--- src/rtl/cnt_stamp_fifo.sv ---
// Timestamp capture FIFO: extends an upstream counter with a wrap count and queues stamps on trigger.
// Optional macro CNT_STAMP_DROP_CNT_EN adds a saturating drop_cnt output.
module cnt_stamp_fifo #(
  parameter int CNT_W  = 8,
  parameter int WRAP_W = 8,
  parameter int DEPTH  = 4
) (
  input  logic                      clk,
  input  logic                      rst,
  input  logic [CNT_W-1:0]          cnt_in,
  input  logic                      trig,
  input  logic                      rd_ready,
  input  logic                      ovf_clr,
  output logic                      rd_valid,
  output logic [WRAP_W+CNT_W-1:0]   rd_data,
  output logic [$clog2(DEPTH):0]    level,
  output logic                      full,
  output logic                      overflow
`ifdef CNT_STAMP_DROP_CNT_EN
  ,
  output logic [7:0]                drop_cnt
`endif
);

  localparam int PW = $clog2(DEPTH);
  localparam int LW = PW + 1;
  localparam int DW = WRAP_W + CNT_W;

  logic [CNT_W-1:0]  prev_cnt;
  logic [WRAP_W-1:0] wrap_cnt;
  logic [WRAP_W-1:0] wrap_cnt_next;
  logic              wrap;
  logic [DW-1:0]     stamp;
  logic [PW-1:0]     rd_ptr;
  logic [PW-1:0]     rd_ptr_inc;
  logic [PW-1:0]     wr_ptr;
  logic [DW-1:0]     mem [DEPTH];
  logic [LW-1:0]     level_next;
  logic              pop;
  logic              push;
  logic              drop;

  // Only an all-ones to zero step is a wrap; any other return to zero is an upstream reset.
  always_comb begin
    wrap          = (prev_cnt == '1) && (cnt_in == '0);
    wrap_cnt_next = wrap_cnt + WRAP_W'(wrap);
    stamp         = {wrap_cnt_next, cnt_in};
    pop           = rd_valid && rd_ready;
    push          = trig && (!full || pop);
    drop          = trig && full && !pop;
    rd_ptr_inc    = rd_ptr + PW'(1);
    level_next    = level;
    case ({push, pop})
      2'b10:   level_next = level + LW'(1);
      2'b01:   level_next = level - LW'(1);
      default: level_next = level;
    endcase
  end

  always_ff @(posedge clk) begin
    if (rst) begin
      prev_cnt <= '0;
      wrap_cnt <= '0;
      rd_ptr   <= '0;
      wr_ptr   <= '0;
      level    <= '0;
      rd_valid <= 1'b0;
      full     <= 1'b0;
      rd_data  <= '0;
      overflow <= 1'b0;
    end else begin
      prev_cnt <= cnt_in;
      wrap_cnt <= wrap_cnt_next;
      level    <= level_next;
      rd_valid <= (level_next != '0);
      full     <= (level_next == LW'(DEPTH));
      if (push) wr_ptr <= wr_ptr + PW'(1);
      if (pop)  rd_ptr <= rd_ptr_inc;
      // The head register must track the slot that becomes the head after this edge.
      if (pop && level != LW'(1))
        rd_data <= mem[rd_ptr_inc];
      else if (push && (level == '0 || pop))
        rd_data <= stamp;
      if (drop)
        overflow <= 1'b1;
      else if (ovf_clr)
        overflow <= 1'b0;
    end
  end

  always_ff @(posedge clk) begin
    if (!rst && push) mem[wr_ptr] <= stamp;
  end

`ifdef CNT_STAMP_DROP_CNT_EN
  always_ff @(posedge clk) begin
    if (rst)
      drop_cnt <= 8'd0;
    else if (ovf_clr)
      drop_cnt <= drop ? 8'd1 : 8'd0;
    else if (drop && drop_cnt != 8'hFF)
      drop_cnt <= drop_cnt + 8'd1;
  end
`endif

endmodule

--- config.mk ---
export PLATFORM = sky130hd
export DESIGN_NAME = cnt_stamp_fifo
export DESIGN_NICKNAME = d
export VERILOG_FILES = /design/src/rtl/cnt_stamp_fifo.sv
export SDC_FILE = /design/constraint.sdc
export NUM_CORES = 1
export LEC_CHECK = 0
export ABC_AREA = 1
export BUFFER_PORTS_ARGS = -buffer_cell sky130_fd_sc_hd__buf_2
export CAP_MARGIN = 25
export CORE_ASPECT_RATIO = 1.2
export CORE_MARGIN = 2
export CORE_UTILIZATION = 47
export DETAILED_ROUTE_END_ITERATION = 10
export PLACE_DENSITY = 0.66
export SLEW_MARGIN = 20
export SYNTH_ARGS = -nofsm -noshare
export SYNTH_HDL_FRONTEND = slang
export SYNTH_SLANG_ARGS = --single-unit
--- constraint.sdc ---
create_clock -name clk -period 3 [get_ports clk]
set_clock_uncertainty 0.2 [all_clocks]
set_input_delay 0.6 -clock clk [delete_from_list [all_inputs] [get_ports clk]]
set_output_delay 0.6 -clock clk [all_outputs]
set_load 0.03 [all_outputs]
# Word level (Yosys, flattened, before mapping)
# Memory sizes are Yosys's and may differ from the RTL's.
# Index checks and enable logic that the tools add are counted.
# W data, S select, Z words.
[totals]
output_inout_bits = 22
ramBits = 64
inputBits = 13
n_memories = 1
word_cells = 45
register_bits = 42
[mem_list]
columns = ["name", "depth", "width", "rd", "rd_clocked_by_memory_dff", "write_ports", "line", "rtl"]
rows = [
  ["mem", 4, 16, 1, 0, 1, "37", "logic [DW-1:0] mem [DEPTH];"],
]
[op_classes]
addsub = 5
reduce_logical = 18
n_mux = 7
eq_ne = 5
[ops]
columns = ["operator", "count"]
rows = [
  ["$mux W16", 2],
  ["$add A8 B1 Y8", 1],
  ["$eq A8 B8 Y1 const B", 1],
  ["$logic_and A1 B1 Y1", 8],
  ["$logic_not A8 Y1", 1],
  ["$pmux W3 S2", 1],
  ["$add A2 B1 Y2 const B", 2],
  ["$mux W1", 4],
  ["$reduce_bool A2 Y1", 2],
  ["$add A3 B1 Y3 const B", 1],
  ["$eq A3 B3 Y1 const B", 1],
  ["$logic_not A1 Y1", 3],
  ["$logic_not A3 Y1", 1],
  ["$ne A3 B1 Y1 const B", 1],
  ["$reduce_bool A3 Y1", 1],
  ["$sub A3 B1 Y3 const B", 1],
  ["$eq A2 B1 Y1 const B", 1],
  ["$eq A2 B2 Y1 const B", 1],
  ["$logic_or A1 B1 Y1", 2],
]

# Logic depth before layout (Yosys ltp)
# Gate-level depths: netlist of run 1.
[depth]
depth_word = 6
depth_mapped = 12
depth_no_buf = 12

# Worst setup path after synthesis of run 1
# Ideal clock, no wire load.
[synth_path]
path_kind = "input to register"
start = "in rd_ready"
end = "mem mem[0][0] (netlist name) (enable)"
cell_stages = 4
t_required_ns = 2.411
slack_ns = 0.697
path_buffers = 0
t_arrival_ns = 1.714
setup_ns = 0.389
path_cell_list = "nand2_4 > a21boi_4 > nand2_1 > nor2_1"
[synth_via]
elab_chain_len = 6
[synth_lines]
columns = ["element", "line", "rtl"]
rows = [
  ["start: declaration", "12", "input logic rd_ready,"],
  ["$logic_and A1 B1 Y1", "48", "pop = rd_valid && rd_ready;"],
  ["$logic_or A1 B1 Y1", "49", "push = trig && (!full || pop);"],
  ["$logic_and A1 B1 Y1", "49", ""],
  ["named net push", "40", "logic push;"],
  ["$logic_and A1 B1 Y1", "92", "if (!rst && push) mem[wr_ptr] <= stamp;"],
  ["$mux W1", "92", ""],
  ["$mux W1 (implied by the code)", "92", ""],
  ["end: declaration", "37", ""],
]
# The timed path passes the listed nets, and every way through them passes these cells.

# Final worst setup path of run 1
[layout_path]
start = "in cnt_in[7]"
end = "reg rd_data[14]"
[layout_via]
elab_chain_len = 5
[layout_lines]
columns = ["element", "line", "rtl"]
rows = [
  ["start: declaration", "10", "input logic [CNT_W-1:0] cnt_in,"],
  ["$logic_not A8 Y1", "45", "wrap = (prev_cnt == '1) && (cnt_in == '0);"],
  ["$logic_and A1 B1 Y1", "45", ""],
  ["$add A8 B1 Y8", "46", "wrap_cnt_next = wrap_cnt + WRAP_W'(wrap);"],
  ["named net wrap_cnt_next[6]", "31", "logic [WRAP_W-1:0] wrap_cnt_next;"],
  ["$mux W16", "82", "else if (push && (level == '0 || pop))"],
  ["$mux W16", "80", "if (pop && level != LW'(1))"],
  ["end signal: assignment", "81", "rd_data <= mem[rd_ptr_inc];"],
  ["end signal: assignment", "83", "rd_data <= stamp;"],
  ["end: declaration", "15", "output logic [WRAP_W+CNT_W-1:0] rd_data,"],
]
# The timed path passes the listed nets, and every way through them passes these cells. The select of a mux whose other input is x is not followed.
# A chain may end at the register's enable or synchronous reset.

==> run metrics, run 1 <==
slack of the critical path 0.560 ns; syn_area_per_cell just over 10 um^2; CP startpoint kind primary input; Cells after DPL 576; Max IR drop VDD 0.327 mV; FP Rows 38; relative slew slack 0.508; GPL Wtd Cong 0.855; initial antenna violation count 0; Post-CTS Repair Setup Buffers 0; Final Util 0.539; DRC Markers 0; Die X 92.2 um; CTS sink count ~110; vias in the first global route around 2900; Inserted Diodes 0; Die H 110 um; Final Max Slew Viols 0; fillcell total ~800; drt pass-1 iters 4; maximum number of pins on one net before global-route repair 27; first-pass GRT wire length around 15000 um; post-DP HPWL 5880 um; Slew @ Worst Pin 0.738 ns; EDFF count, synth 64; cts-stage hold buffer count 0; busiest grt layer met2; Gates resized, CTS repair 0; asr flop ratio synth 0; Final Critical Period 2.44 ns; library cells used by synthesis 35; H-tree depth 3; Crit. End Element flip-flop; wire length per cell 15.3 um; crit path kind in2reg; grt met1 use 0.253; CORE AREA a little over 9000 um^2; endpoints failing hold 0; GRT met3 Usage 0.0308; DR iter-0 viols 144; leading cell type in the layout, fill and taps excluded nand2_1; Max Clk Rate 410 MHz; Worst-Skew Late Latency about 0.38 ns; clock tree buffer depth 2; Vias about 3000; Non-Filler Instances 592; commonest non-fill, non-tap cells in the layout nand2_1, edfxtp_1, dfxtp_1, o21ai_1, inv_1; Area Growth Syn to Fin 11.5%; setup TNS 0 ns; Max Cap Viol 0; routed wire length approximately 9000 um; CTS tree built; nets 493; # IOs 35; crit path DAT 2.55 ns; Worst-path clk slew roughly 0.10 ns; NetSw 900 uW; part of the power in combinational logic 0.174; mean number of vias per cell 5.06; CTS root buf clkbuf_8; Final setup viols 0; FF+latch count, synth 106; Internal ~2.1 mW; min-delay worst type in2reg; Worst Path Max Fanout 6; Seq pwr share 0.545; full die area 10100 um^2; LEAKAGE 2.01 nW; remaining antenna violation count 0; unrepaired setup endpoints after global routing no; dominant synthesized flop cell edfxtp_1; share of layout cells above drive strength 1 0.182; power per standard cell area ~620 nW/um^2; # port buffers 34; Cell Area, Synth between 4000 and 5000 um^2; Net Count, Synth 452; Tcrit/Tclk final 0.813; Clk pwr share 0.281; Initial Util 0.483; dpl ws 0.157 ns; status finished clean; part of the Yosys area used for sequential elements 0.629; GRT Overall Usage 0.193; CTS Buf Count 9; Cells after Synth 426; met2 Use GR 0.317; Data required, critical path 3.11 ns; YS warnings 0; sw frac 0.296; Overflow after GRT 0
metrics by stage:
stage / hold slack [ns] / cell area [um^2] / power, mW
detailed placement: 0.265 / 4700 / 2.22
CTS: 0.253 / 4890 / 3.07
global placement: 0.256 / 4700 / 2.21
finish: 0.271 / 4890 / 3.04
floorplan: 0.263 / 4390 / 2.08
global route: 0.259 / 4890 / 3.19
cell usage after synthesis, types with 3 or more instances:
cell	number	share of area
inv_2	4	0.0034
a21oi_1	29	0.033
edfxtp_1	64	0.44
inv_1	36	0.031
buf_4	4	0.0068
ha_1	13	0.037
dfxtp_1	42	0.19
a21oi_2	9	0.018
nand2_1	94	0.080
buf_2	6	0.0068
o21ai_1	37	0.042
nand4_1	5	0.0071
o21ai_0	11	0.013
nor2_1	32	0.027
nand3_1	12	0.014
nand3_2	3	0.0068
cell families (layout without fill, tap and decap cells):
logic type	after synthesis	in the layout	share of synthesized area
adder cells (fa/ha/maj)	13	13	0.0370
flip-flops	106	106	0.629
AO/OA/AOI/OAI	90	90	0.115
AND/OR/NAND/NOR	159	159	0.157
buffers and inverters	55	101	0.0564
XOR/XNOR	3	3	0.00599
worst max-delay path, cell delays in order:
cell	delay [ns]
buf_2	0.13
inv_1	0.07
nand4_1	0.10
nor4_1	0.32
ha_1	0.26
ha_1	0.21
nand3_1	0.12
nor2_1	0.10
nand2_1	0.07
xnor2_1	0.37
nor2_1	0.08
nor2_1	0.11
flip-flops by register name, summed over array words and instances, names as in the netlist:
signal	cells
full	1
level	3
mem	64
overflow	1
prev_cnt	8
rd_data	16
rd_ptr	2
rd_valid	1
wr_ptr	2
wrap_cnt	8
layout make-up:
cell class,count,area [um^2],area share
clock buffer,11,163,0.0332
tap,120,150,0.0307
inverter,40,150,0.0307
multi-input combinational,265,1380,0.282
sequential,106,2760,0.564
clock inverter,5,36.3,0.00741
timing repair buffer,45,253,0.0516
worst paths after layout:
check,slack [ns],depth (start not counted),startpoint,end
hold reg to reg,0.27,2,overflow$_SDFFE_PP0P_,overflow$_SDFFE_PP0P_
setup / recovery,0.56,12,cnt_in[7],rd_data[14]$_SDFFE_PP0P_
setup reg to reg,0.62,10,prev_cnt[6]$_SDFF_PP0_,rd_data[14]$_SDFFE_PP0P_
hold / removal,0.27,1,cnt_in[5],mem[3][5]$_DFFE_PP_
power groups by stage:
| stage | clock, mW | sequential, mW | combinational [mW] |
|---|---|---|---|
| 6_report | 0.856 | 1.66 | 0.529 |
| 5_1_grt | 0.931 | 1.67 | 0.587 |
| 4_1_cts | 0.875 | 1.66 | 0.534 |
| 3_5_place_dp | 0 | 1.69 | 0.532 |
| 3_3_place_gp | 0 | 1.69 | 0.524 |
| 2_1_floorplan | 0 | 1.78 | 0.302 |
layer usage:
| metal | wire (um) | part of all wire |
|---|---|---|
| met2 | 4390 | 0.49 |
| met4 | 184 | 0.020 |
| met1 | 4190 | 0.46 |
| met5 | 0 | 0 |
| met3 | 277 | 0.031 |
(Power assumes the default switching activity.)
==> run 2: changes to the inputs <==
- PLACE_DENSITY: 0.66 -> 0.68
- clock period: 3 -> 2.05 ns (I/O delays scaled with it)
==> run 2 against run 1 <==
The run now ends with setup timing left. Core utilization grew 4.5 points. Critical endpoint is now wrap_cnt[2]$_SDFF_PP0_. Setup slack lost 0.66 ns. Power grew 50%. Sequential share of layout area shrank 4.3 points. Cell count grew 5.9%. Die area is the same. Wire length grew 6.7%. Register-to-register slack lost 0.72 ns. Largest cell class unchanged. Via count grew 6.0%.
==> run metrics, run 2 (same netlist as run 1, synthesis figures left out) <==
Data required, critical path roughly 2.2 ns; mean number of vias per cell ~5; wire length per cell 15.4 um; cts-stage hold buffer count 0; Non-Filler Instances 627; clock tree buffer depth 2; Overflow after GRT 0; Slew @ Worst Pin between 0.3 and 0.4 ns; DRC Markers 0; Final setup viols 18; slowest CP cell dfxtp_2; min-delay worst type in2reg; LEAKAGE 2.20 nW; Die X approximately 92 um; Worst-path clk slew 0.11 ns; Top reg by flops mem; post-DP HPWL around 6600 um; initial antenna violation count 0; Max Cap Viol 0; Inserted Diodes 0; GRT Overall Usage 0.201; crit path cell chain nand4_1, nor4_2, buf_4, ha_4, ha_4, buf_4, xor2_1, buf_4, inv_1, nor2_1; Max IR drop VDD 0.648 mV; Cells after DPL 609; remaining antenna violation count 0; DR WL met2 4790 um; crit path kind reg2reg; GPL Wtd Cong 0.805; CTS root buf clkbuf_8; CTS tree built; leading cell type in the layout, fill and taps excluded nand2_1; power per standard cell area 863 nW/um^2; vias in the first global route 3094; H-tree depth 3; biggest regs mem: 64 flops, rd_data: 16 flops; Worst-Skew Late Latency roughly 0.37 ns; drt pass-1 iters 5; Tcrit/Tclk final 1.05; FP Rows 38; Area Growth Syn to Fin 20.8%; crit path DAT between 2 and 2.5 ns; commonest non-fill, non-tap cells in the layout nand2_1, edfxtp_1, buf_4, dfxtp_1, o21ai_1; failing checks setup timing; family with the most delay on the worst path buffers and inverters; Worst Path Max Fanout 5; setup TNS -0.974 ns; # port buffers 34; Max Clk Rate 464 MHz; maximum number of pins on one net before global-route repair 27; first-pass GRT wire length 15400 um; Final Max Slew Viols 0; CORE AREA between 9000 and 10000 um^2; Final Critical Period 2.15 ns; full die area 10100 um^2; CP dominant cell by count buf_4; CTS sink count about 110; slack of the critical path -0.105 ns; worst path bufs/invs 4; DR iter-0 viols 249; endpoints failing hold 0; unrepaired setup endpoints after global routing yes; Die H 110 um; Initial Util 0.483; share of layout cells above drive strength 1 0.292; nets 528; Vias 3177; max reg flops 64; Critical Path Max Stage Delay 0.33 ns; WL met3 391 um; max layer used met4; metal1 wirelength 4320 um; # IOs 35; CP startpoint kind flip-flop; status finished with violations; CTS Buf Count 9; relative slew slack 0.785; Crit. End Element flip-flop; routed wire length between 9000 and 10000 um
-- run 2: changes by cell type in the layout (fill, tap and decap cells not counted), moves of 6 or more --
cell / previous run / this run
buf_4: 11 / 43
inv_1: 36 / 30
inv_6: 0 / 6
nand2_1: 94 / 88
nand2_2: 2 / 8
-- run 2: worst paths after layout --
check	startpoint	to	slack [ns]	cells after the start
worst max register to register	prev_cnt[5]$_SDFF_PP0_	wrap_cnt[2]$_SDFF_PP0_	-0.10	10
worst min-delay path	cnt_in[2]	prev_cnt[2]$_SDFF_PP0_	0.07	3
worst min register to register	overflow$_SDFFE_PP0P_	overflow$_SDFFE_PP0P_	0.28	2
worst max-delay path	prev_cnt[5]$_SDFF_PP0_	wrap_cnt[2]$_SDFF_PP0_	-0.10	10
-- run 2: cell type report --
| cell class | count | area, um^2 |
|---|---|---|
| Tap cell | 120 | 150 |
| Clock buffer | 9 | 124 |
| Fill cell | 764 | 3780 |
| Timing Repair Buffer | 80 | 544 |
| Clock inverter | 7 | 68.8 |
| Sequential cell | 106 | 2770 |
| Inverter | 40 | 165 |
| Multi-Input combinational cell | 265 | 1490 |
-- run 2: metal layers --
| layer | GRT usage | vias to the layer above |
|---|---|---|
| li1 | - | 1587 |
| met1 | 0.256 | 1511 |
| met2 | 0.348 | 67 |
| met3 | 0.0329 | 12 |
| met4 | 0.0746 | 0 |
| met5 | 0 | - |
-- run 2: worst reg2reg max path: cells and delay by family (launching register included) --
family        cells  cell delay (ns)
fa+ha+maj         2             0.27
buf+inv           4             0.53
simple gates      3             0.50
xor+xnor          1             0.27
flops             1             0.33
-- run 2: per-stage QoR --
stage / power, mW / worst slack (ns) / utilization / cell area [um^2] / hold WS [ns]
2_1_floorplan: 3.05 / -0.116 / - / 4430 / 0.263
3_3_place_gp: 3.33 / -0.353 / 0.552 / 5010 / 0.255
3_5_place_dp: 3.35 / -0.409 / 0.552 / 5010 / 0.265
4_1_cts: 4.58 / -0.0306 / 0.576 / 5230 / 0.0655
5_1_grt: 4.78 / -0.230 / 0.584 / 5310 / 0.0575
6_report: 4.58 / -0.105 / 0.584 / 5310 / 0.0720
-- run 2: power breakdown --
group | switching, mW | leakage [nW] | internal, mW
combinational | 0.592 | 1.14 | 0.304
clock | 0.780 | 0.0984 | 0.477
sequential | 0.0585 | 0.959 | 2.37
-- run 2: timing repair --
item | CTS | global route
setup buffers | 0 | 2
gates resized for setup | 4 | 18
endpoints found under the setup margin | 34 | 37
pin swaps | 10 | 7
==> run 3: changes to the inputs <==
- CORE_ASPECT_RATIO: 1.2 -> default
==> run 3 against run 2 <==
Non-clock buffer count is 2 lower. Combinational power is 4.7% lower. Maximum frequency increased by 4.8%. Worst hold slack got worse by 0.0059 ns. Die area about the same. Sequential power is essentially flat. Design area shrank 1.0%. Power down 1.6%. Count of clock-buffer cells in the layout rose by 4. Core utilization is 1.0 points lower. Global-route usage shrank 0.64 points. Highest routed layer unchanged. Sequential share of layout area rose by 0.56 points. The run still ends with setup timing left.
==> run metrics, run 3 (same netlist as run 1, synthesis figures left out) <==
clock tree buffer depth 2; Worst-path clk slew ~0.09 ns; FP Rows 35; Reg2Reg Setup Slack -0.006 ns; sequential cell area 2770 um^2; Die H 101 um; DR iter-0 viols 163; slowest CP cell dfxtp_2; Max Clk Rate 486 MHz; biggest regs mem: 64 flops, rd_data: 16 flops; Worst Path Max Fanout 6; Die X 101 um; Pwr Total ~4.5 mW; Worst-Skew Late Latency 0.37 ns; Overflow after GRT 0; first-pass GRT wire length 14800 um; Data required, critical path 2.15 ns; share of layout cells above drive strength 1 0.275; crit path cell chain nand4_1, nor4_2, buf_4, ha_4, ha_4, nand3_2, nor2_1, nand2_1, xnor2_2, and2_1; maximum number of pins on one net before global-route repair 27; Final Util 0.574; Final Max Slew Viols 0; Tcrit/Tclk final 1.00; drt pass-1 iters 6; crit path DAT 2.16 ns; relative slew slack 0.748; full die area around 10000 um^2; status finished with violations; Top reg by flops mem; CP startpoint kind flip-flop; remaining antenna violation count 0; CTS sink count 106; CORE AREA 9150 um^2; GRT Overall Usage 0.195; slack of the critical path -0.00612 ns; Multi-input gate area 1460 um^2; routed wire length 9190 um; Crit. End Element flip-flop; GPL Wtd Cong about 0.83; Vias between 3000 and 4000; endpoints failing hold 0; Slew @ Worst Pin 0.377 ns; Critical Path Max Stage Delay 0.33 ns; family with the most delay on the worst path simple AND/OR/NAND/NOR gates; commonest non-fill, non-tap cells in the layout nand2_1, edfxtp_1, buf_4, dfxtp_1, o21ai_1; DP Area 4980 um^2; # IOs 35; max reg flops 64; CTS Buf Count 9; cts-stage hold buffer count 0; crit path kind reg2reg; final hold slack ~0.066 ns; DRC Markers 0; worst path bufs/invs 1; final instance area between 5000 and 6000 um^2; wire length per cell 14.9 um; unrepaired setup endpoints after global routing yes; Initial Util 0.480; Area Growth Syn to Fin 19.6%; Inserted Diodes 0; # port buffers 34; failing checks setup timing; CP dominant cell by count ha_4; CTS tree built; nets 526; initial antenna violation count 0; Max IR drop VDD 0.411 mV; Final setup viols 1; fillcell total ~760; Max Cap Viol 0; Final Critical Period 2.06 ns; min-delay worst type in2reg; mean number of vias per cell 5.00; H-tree depth 3; LEAKAGE 2.19 nW; CTS root buf clkbuf_8; post-DP HPWL 6160 um; power per standard cell area 858 nW/um^2; vias in the first global route 2950; leading cell type in the layout, fill and taps excluded nand2_1
-- run 3: changes by cell type in the layout (fill, tap and decap cells not counted), moves of 2 or more --
cell,before,now
nand2_1,88,90
nor2_1,31,29
clkbuf_1,0,2
nor2_2,2,4
nand2_2,8,6
inv_6,6,1
buf_4,43,41
-- run 3: worst min-delay path, cell delays in order --
cell and delay (ns):
buf_2 0.11, inv_2 0.05, nor2_1 0.03
-- run 3: where the power goes --
part	leakage, nW	internal [mW]	switching [mW]
logic	1.13	0.277	0.577
registers	0.959	2.37	0.0578
clock network	0.0964	0.551	0.674
-- run 3: per-layer routing --
metal	vias up	track usage	share of wire
li1	1573	-	-
met1	1442	0.263	0.46
met2	56	0.305	0.49
met3	8	0.0506	0.040
met4	0	0.0674	0.0095
met5	-	0	0
-- run 3: final timing paths --
| kind | cells past startpoint | end | from |
|---|---|---|---|
| worst max-delay path | 10 | wrap_cnt[6]$_SDFF_PP0_ | prev_cnt[7]$_SDFF_PP0_ |
| worst min-delay path | 3 | prev_cnt[3]$_SDFF_PP0_ | cnt_in[3] |
| worst max register to register | 10 | wrap_cnt[6]$_SDFF_PP0_ | prev_cnt[7]$_SDFF_PP0_ |
| worst min register to register | 2 | rd_data[12]$_SDFFE_PP0P_ | rd_data[12]$_SDFFE_PP0P_ |
-- run 3: cell type report --
class,instances,area share
sequential,106,0.527
multi-input combinational,265,0.278
timing repair buffer,78,0.101
clock buffer,13,0.0324
inverter,40,0.0315
tap,111,0.0264
clock inverter,3,0.00405
-- run 3: what timing repair did --
action,4_1_cts,5_1_grt
resized for setup,2,16
pin swaps,6,6
endpoints found under the setup margin,32,29
buffers inserted,0,3
cloned,0,0
-- run 3: metrics by stage --
step	cells	worst slack, ns	TNS (ns)
6_report	616	-0.00612	-0.00612
4_1_cts	613	-0.0237	-0.140
3_3_place_gp	597	-0.474	-12.60
3_5_place_dp	597	-0.499	-14.04
2_1_floorplan	426	-0.116	-7.40
5_1_grt	616	-0.179	-1.71
